File: src/rtl/serial_arith_pkg.sv
// Shared definitions for the bit-serial arithmetic unit.
//   state_e   : control FSM states
//   cnt_width : bit counter width for a given operand width
//   ModeAdd / ModeSub : encoding of the sub mode input
package serial_arith_pkg;

    typedef enum logic [1:0] {
        StIdle,
        StRun,
        StDone
    } state_e;

    localparam logic ModeAdd = 1'b0;
    localparam logic ModeSub = 1'b1;

    // One extra bit so the counter can never wrap within an operation.
    function automatic int unsigned cnt_width(input int unsigned width);
        return $clog2(width) + 1;
    endfunction

endpackage

File: src/rtl/fa_mux_cell.sv
// Combinational 1-bit full adder built only from 2:1 multiplexers.
// Ports:
//   a, b  : operand bits
//   cin   : carry in
//   sum   : a ^ b ^ cin
//   cout  : majority(a, b, cin)
module fa_mux_cell (
    input  logic a,
    input  logic b,
    input  logic cin,
    output logic sum,
    output logic cout
);

    logic prop;

    // prop = a ^ b; when the bits differ the carry propagates, otherwise it equals a (== b).
    assign prop = a ? ~b : b;
    assign sum  = prop ? ~cin : cin;
    assign cout = prop ? cin : a;

endmodule

File: src/rtl/serial_adder_sub.sv
// Bit-serial add/subtract unit. Operands are captured on an accepted start, then processed
// LSB-first one bit per clock through a single mux-based full-adder cell.
// Ports:
//   clk, rst   : clock, synchronous active-high reset
//   start      : operation request, only honoured in idle
//   a, b, cin  : operands and carry-in (cin ignored when subtracting)
//   sub        : 0 = a + b + cin, 1 = a - b
//   busy       : high while bits are being processed
//   done       : one-cycle pulse, results valid from this cycle
//   sum        : result, held until the next accepted start
//   cout       : add carry-out, or subtract no-borrow
//   ovf        : signed overflow
module serial_adder_sub
    import serial_arith_pkg::*;
#(
    parameter int unsigned WIDTH = 8
) (
    input  logic             clk,
    input  logic             rst,
    input  logic             start,
    input  logic [WIDTH-1:0] a,
    input  logic [WIDTH-1:0] b,
    input  logic             cin,
    input  logic             sub,
    output logic             busy,
    output logic             done,
    output logic [WIDTH-1:0] sum,
    output logic             cout,
    output logic             ovf
);

    localparam int unsigned CntW = cnt_width(WIDTH);
    localparam logic [CntW-1:0] LastBit = CntW'(WIDTH - 1);

    state_e           state_q;
    logic [CntW-1:0]  cnt_q;
    logic [WIDTH-1:0] a_q;
    logic [WIDTH-1:0] b_q;
    logic [WIDTH-1:0] sum_q;
    logic             carry_q;
    logic             cout_q;
    logic             ovf_q;
    logic             busy_q;
    logic             done_q;

    logic cell_sum;
    logic cell_cout;

    fa_mux_cell u_cell (
        .a    (a_q[0]),
        .b    (b_q[0]),
        .cin  (carry_q),
        .sum  (cell_sum),
        .cout (cell_cout)
    );

    always_ff @(posedge clk) begin
        if (rst) begin
            state_q <= StIdle;
            cnt_q   <= '0;
            a_q     <= '0;
            b_q     <= '0;
            sum_q   <= '0;
            carry_q <= 1'b0;
            cout_q  <= 1'b0;
            ovf_q   <= 1'b0;
            busy_q  <= 1'b0;
            done_q  <= 1'b0;
        end else begin
            unique case (state_q)
                StIdle: begin
                    done_q <= 1'b0;
                    if (start) begin
                        a_q     <= a;
                        // Subtraction is A + ~B + 1: invert B and force the initial carry.
                        b_q     <= (sub == ModeSub) ? ~b : b;
                        carry_q <= (sub == ModeSub) ? 1'b1 : cin;
                        cnt_q   <= '0;
                        sum_q   <= '0;
                        busy_q  <= 1'b1;
                        state_q <= StRun;
                    end
                end
                StRun: begin
                    sum_q   <= {cell_sum, sum_q[WIDTH-1:1]};
                    a_q     <= a_q >> 1;
                    b_q     <= b_q >> 1;
                    carry_q <= cell_cout;
                    cnt_q   <= cnt_q + 1'b1;
                    if (cnt_q == LastBit) begin
                        // carry_q still holds the carry into the MSB here.
                        cout_q  <= cell_cout;
                        ovf_q   <= carry_q ^ cell_cout;
                        busy_q  <= 1'b0;
                        done_q  <= 1'b1;
                        state_q <= StDone;
                    end
                end
                StDone: begin
                    done_q  <= 1'b0;
                    state_q <= StIdle;
                end
                default: begin
                    busy_q  <= 1'b0;
                    done_q  <= 1'b0;
                    state_q <= StIdle;
                end
            endcase
        end
    end

    assign busy = busy_q;
    assign done = done_q;
    assign sum  = sum_q;
    assign cout = cout_q;
    assign ovf  = ovf_q;

endmodule

File: config.mk
export PLATFORM = sky130hd
export DESIGN_NAME = serial_adder_sub
export DESIGN_NICKNAME = d
export VERILOG_FILES = /design/src/rtl/serial_arith_pkg.sv /design/src/rtl/fa_mux_cell.sv /design/src/rtl/serial_adder_sub.sv
export SDC_FILE = /design/constraint.sdc
export NUM_CORES = 1
export LEC_CHECK = 0
export BUFFER_PORTS_ARGS = -buffer_cell sky130_fd_sc_hd__buf_4
export CAP_MARGIN = 20
export CELL_PAD_IN_SITES_DETAIL_PLACEMENT = 1
export CELL_PAD_IN_SITES_GLOBAL_PLACEMENT = 1
export CORE_ASPECT_RATIO = 2
export CORE_MARGIN = 1.5
export CORE_UTILIZATION = 36
export DETAILED_ROUTE_END_ITERATION = 8
export HOLD_SLACK_MARGIN = 0.03
export PLACE_DENSITY_LB_ADDON = 0.1
export SYNTH_ARGS = -nofsm -noshare
export SYNTH_HDL_FRONTEND = slang
export SYNTH_SLANG_ARGS = --single-unit
File: constraint.sdc
create_clock -name clk -period 1.4 [get_ports clk]
set_input_delay 0.21 -clock clk [delete_from_list [all_inputs] [get_ports clk]]
set_output_delay 0.21 -clock clk [all_outputs]
set_load 0.01 [all_outputs]
==> flow_metrics.tcl, run 1 <==
set metrics [dict create \
    ctsResizeCount 0 \
    dr.first_iter.drc_count 19 \
    num_io_pins 33 \
    synth.top_cell.area_share_pct 46.4 \
    die_y_um 94.6 \
    crit_required_ns 1.63 \
    cts_buffers 5 \
    start_kind "flop" \
    core_area_sq_um 4050 \
    initial_core_util_pct 37.3 \
    rsz0062_at_grt "true" \
    hold_ws_ns 0.159 \
    hold_buffers 0 \
    postRouteAntennaNets 0 \
    synth_seq_area_share_pct 46.4 \
    maxUsedRoutingLayer "met4" \
    min_path_type "primary input to flop" \
    grt_overflow_total 0 \
    final_core_util_pct 49.3 \
    antenna-diode-count 0 \
    critPathMaxFanout 10 \
    ys_ff_latch 35 \
    cts.path.max_buffers 2 \
    fin_cells 255 \
    p_leak_nw 0.839 \
    root_buffer "clkbuf_8" \
    r2r_start "state_q[1]$_SDFFE_PP0P_" \
    worst_slew_pin_slew_ns 0.447 \
    path_class "flop to flop" \
    grt_max_degree 14 \
    cts_tree "yes" \
    cp_slowest_stage_delay_ns 0.54 \
    finalClockSkew_ns 0.0108 \
    crit_path_end "b_q[0]$_SDFFE_PP0P_" \
    drc_errors 0 \
    wl_met1_um 1460 \
    dr_wl_met3_um 138 \
    max_cap_viol_count 0 \
    syn_avg_cell_area_sq_um 9.62 \
    setup-violations-final 0 \
    wl_met2_um 2570 \
    slew_violations 0 \
    crit_path_cell_trace "or4b_4, buf_6, nor2_1, a221o_2" \
    viasPerCell 5.46 \
    async_flop_share_pct 0 \
    slew_headroom_pct 70.2 \
    yosysMostFrequentCell "dfxtp_1" \
    setup_tns_ns 0 \
    rows 33 \
    syn_nets 179 \
    vdd_drop_max_mv 0.989 \
    syn_inst 157 \
    grt_pass1_wl_um 7090 \
    nets 224 \
    grt_pass1_vias 1517 \
    clk_latency_ns 0.29 \
    track_usage_pct 20.3 \
    synthFlopType "dfxtp_1" \
    wl_per_cell_um 16.9 \
    fp.dieW_um 48.8 \
    yosysWarnings 0 \
    min_period_ns 1.35 \
    syn-cell-area_sq_um 1510 \
    ys_top_cells_by_count "dfxtp_1, nor2_1, xnor2_1" \
    end_kind "flop" \
    rrSetupSlack_ns 0.05 \
    clk_pin_slew_worst_paths_ns 0.07 \
    area_delta_synth_final_pct 32.1 \
    status "finished clean" \
    dieArea_sq_um 4620 \
    hpwl_um 3330 \
    cp_data_arrival_time_ns 1.58 \
    place_inst 247 \
    power_density_nw_per_um2 1060 \
    postCtsSetupRepairBufs 0 \
    reg2reg_depth 4 \
    routed_wl_um 4310 \
    vias 1393 \
    io_buffers 32 \
    slowest_stage "or4b_4" \
    synth_area_leaders "dfxtp_1, nor2_1, a221o_2" \
    period_share_pct 96.3 \
    antenna_found_initial 0 \
    hold_violations 0 \
    cts_sinks 35 \
    r2r-end "b_q[0]$_SDFFE_PP0P_" \
    gp_congestion 0.786 \
    htreeDepth 2 \
    synth-edff-count 0 \
    critPathLaunch "state_q[1]$_SDFFE_PP0P_" \
    first_pass_iters 4 \
    ys_types 38 \
    fmax_mhz 742 \
    drive_gt1_share_pct 36.9 \
    yosysTopAreaCell "dfxtp_1" \
]
sequential cells by signal (all words and copies together), names as in the netlist:
register,count
state_q,2
done,1
ovf,1
cout,1
cnt_q,4
a_q,8
b_q,8
carry_q,1
busy,1
sum,8
power breakdown:
| part | internal, mW | switching [mW] |
|---|---|---|
| clock network | 0.349 | 0.351 |
| registers | 1.05 | 0.0433 |
| logic | 0.169 | 0.147 |
metal layers:
| metal | vias to the layer above | global-route usage (%) |
|---|---|---|
| li1 | 661 | - |
| met1 | 686 | 17.2 |
| met2 | 35 | 42.6 |
| met3 | 11 | 3.32 |
| met4 | 0 | 11.0 |
| met5 | - | 0 |
area by class of cell:
class                   count  area [sq um]
fillers                   509          2050
multi-input cells         106           738
clock inverters             1          5.00
repair buffers             50           392
well taps                  52          65.1
inverters                   4          15.0
flip-flops and latches     35           703
clock buffers               7          76.3
critical path: cells and delay by family, from the launching register on:
kind / cells / cell delay (ns)
DFF: 1 / 0.36
buffers and inverters: 1 / 0.16
AOI/OAI and AO/OA: 1 / 0.12
and+or+nand+nor: 2 / 0.65
through the flow:
stage / total power [mW] / setup slack (ns) / instance area, sq um
after floorplan: 1.28 / 0.00389 / 1510
after global placement: 1.41 / 0.0712 / 1890
after detailed placement: 1.43 / 0.0246 / 1890
after CTS: 2.13 / 0.00170 / 1970
after global routing: 2.21 / -0.0156 / 1990
final: 2.11 / 0.0517 / 1990
worst min-delay path by stage:
stage / depth (start not counted) / startpoint / slack, ns / endpoint
after floorplan: 1 / a[7] / 0.34 / a_q[7]$_SDFFE_PP0P_
after global placement: 2 / a[7] / 0.43 / a_q[7]$_SDFFE_PP0P_
after detailed placement: 2 / a[7] / 0.45 / a_q[7]$_SDFFE_PP0P_
after CTS: 2 / a[7] / 0.16 / a_q[7]$_SDFFE_PP0P_
after global routing: 2 / a[7] / 0.16 / a_q[7]$_SDFFE_PP0P_
final: 2 / a[7] / 0.16 / a_q[7]$_SDFFE_PP0P_
placed cells by master (no fill, tap or decap), drive strengths merged:
master	instances
a211oi	8
a21o	1
a21oi	5
a221o	8
a22o	5
a22oi	6
a311oi	1
a31oi	1
and2	1
and3b	2
buf	50
clkbuf	7
clkinv	1
dfxtp	35
ha	1
inv	4
mux2i	1
nand2	4
nand2b	2
nand3	2
nor2	31
nor2b	1
nor3b	1
o21a	1
o21ba	1
o21bai	1
o22ai	2
o2bb2ai	5
o311ai	1
o32a	1
or4	2
or4b	1
xnor2	9
xor2	1
cells by family (layout without fill, tap and decap cells):
| group | count (synthesis) | in the layout | share of synthesized area, % |
|---|---|---|---|
| compound gates | 47 | 47 | 25.8 |
| xor+xnor | 10 | 10 | 5.80 |
| fa+ha+maj | 1 | 1 | 0.828 |
| buf+inv | 16 | 62 | 6.05 |
| flops | 35 | 35 | 46.4 |
| mux | 1 | 1 | 0.663 |
| simple gates | 47 | 47 | 14.5 |
Power figures use the tool's default switching activity.
==> run 2: changes to the inputs <==
--- a/config.mk
+++ b/config.mk
@@ -15,6 +15,7 @@
 export DETAILED_ROUTE_END_ITERATION = 8
 export HOLD_SLACK_MARGIN = 0.03
 export PLACE_DENSITY_LB_ADDON = 0.1
+export RECOVER_POWER = 100
 export SYNTH_ARGS = -nofsm -noshare
 export SYNTH_HDL_FRONTEND = slang
 export SYNTH_SLANG_ARGS = --single-unit
==> run 2 against run 1 <==
Setup slack about the same. Sequential power barely moved. Final area is 2.3% lower. Power is 0.30% lower. Routed wire length shrank 0.46%. Clock power about the same. Fmax barely moved. Die area is the same. Utilization fell by 1.1 points. Sequential cell count unchanged. First-iteration DRC count is 5.3% lower. Largest cell class unchanged.
==> flow_metrics.tcl, run 2 (synthesis results as in run 1) <==
set metrics [dict create \
    rsz0062_at_grt "true" \
    postCtsSetupRepairBufs 0 \
    p_leak_nw 0.788 \
    cts_tree "yes" \
    rows 33 \
    r2r_start "state_q[1]$_SDFFE_PP0P_" \
    power_density_nw_per_um2 1080 \
    grt_max_degree 14 \
    cp_num_cells 4 \
    max_cap_viol_count 0 \
    fin_ws_ns 0.0520 \
    reg2reg_depth 4 \
    critPathLaunch "state_q[1]$_SDFFE_PP0P_" \
    finalClockSkew_ns 0.0112 \
    crit_path_cell_trace "or4b_4, buf_6, nor2_1, a221o_2" \
    drc_errors 0 \
    crit_family "simple AND/OR/NAND/NOR gates" \
    clk_latency_ns 0.29 \
    crit_required_ns 1.63 \
    core_area_sq_um 4050 \
    dr.first_iter.drc_count 18 \
    routed_wl_um 4290 \
    final_core_util_pct 48.1 \
    cts.path.max_buffers 2 \
    cts_sinks 35 \
    hold_depth 2 \
    fmax_mhz 742 \
    cp_slowest_stage_delay_ns 0.54 \
    cts_buffers 5 \
    antenna-diode-count 0 \
    clk_pin_slew_worst_paths_ns 0.07 \
    register_area_sq_um 702 \
    postRouteAntennaNets 0 \
    fin_area_sq_um 1950 \
    layout_common_cells "buf_4, dfxtp_1, nor2_1" \
    fin_cells 255 \
    htreeDepth 2 \
    place_inst 247 \
    root_buffer "clkbuf_8" \
    min_path_type "primary input to flop" \
    grt_overflow_total 0 \
    hold_violations 0 \
    first_pass_iters 4 \
    n_fill_cell 519 \
    slowest_stage "or4b_4" \
    fp.dieW_um 48.8 \
    dieArea_sq_um 4620 \
    multi_input_area_sq_um 738 \
    die_y_um 94.6 \
    period_share_pct 96.3 \
    vdd_drop_max_mv 0.981 \
    vias 1394 \
    end_kind "flop" \
    grt_pass1_wl_um 7090 \
    cp_data_arrival_time_ns 1.58 \
    drive_gt1_share_pct 30.5 \
    wl_per_cell_um 16.8 \
    grt_pass1_vias 1517 \
    io_buffers 32 \
    hpwl_um 3330 \
    power.total_mw 2.10 \
    status "finished clean" \
    min_period_ns 1.35 \
    viasPerCell 5.47 \
    area_delta_synth_final_pct 29.0 \
    final_common_cell "buf_4" \
    hold_buffers 0 \
    slew_violations 0 \
    min_from "a[7]" \
    initial_core_util_pct 37.3 \
    track_usage_pct 20.3 \
    start_kind "flop" \
    placed_area_sq_um 1890 \
    critPathMaxFanout 10 \
    setup-violations-final 0 \
    nets 224 \
    num_io_pins 33 \
    crit_buf_inv 1 \
    path_class "flop to flop" \
    gp_congestion 0.786 \
    slew_headroom_pct 71.4 \
    ctsResizeCount 0 \
    antenna_found_initial 0 \
    worst_slew_pin_slew_ns 0.429 \
    pre_cts_ws_ns 0.0246 \
]
run 2: cell count changes in the layout (fill, tap and decap cells not counted):
cell,delta
dfxtp_2,-1
buf_4,-12
dfxtp_1,+1
clkbuf_1,+12
run 2: layout make-up:
cell class,instances,area share [%]
timing repair buffer,50,17.8
clock inverter,1,0.257
clock buffer,7,3.92
tap,52,3.34
multi-input combinational,106,37.9
sequential,35,36.0
inverter,4,0.771
run 2: metrics by stage:
| stage | hold WS [ns] | setup TNS [ns] |
|---|---|---|
| 2_1_floorplan | 0.343 | 0 |
| 3_3_place_gp | 0.432 | 0 |
| 3_5_place_dp | 0.453 | 0 |
| 4_1_cts | 0.155 | 0 |
| 5_1_grt | 0.164 | -0.0545 |
| 6_report | 0.158 | 0 |
run 2: worst paths after layout:
kind	endpoint	slack, ns
max reg2reg	b_q[0]$_SDFFE_PP0P_	0.05
min reg2reg	sum[0]$_SDFFE_PP0P_	0.49
min	a_q[7]$_SDFFE_PP0P_	0.16
max	b_q[0]$_SDFFE_PP0P_	0.05
run 2: routing by layer:
layer / vias up / share of wire (%) / routed length [um] / global-route usage [%]
met5: - / 0 / 0 / 0
met4: 0 / 3.1 / 134 / 11.0
met3: 11 / 3.1 / 132 / 3.32
met2: 35 / 60 / 2580 / 42.6
met1: 687 / 34 / 1440 / 17.2
li1: 661 / - / - / -
run 2: where the power goes:
| part | switching, mW | total, mW | internal (mW) |
|---|---|---|---|
| clock | 0.352 | 0.701 | 0.349 |
| sequential | 0.0428 | 1.09 | 1.05 |
| combinational | 0.146 | 0.310 | 0.163 |
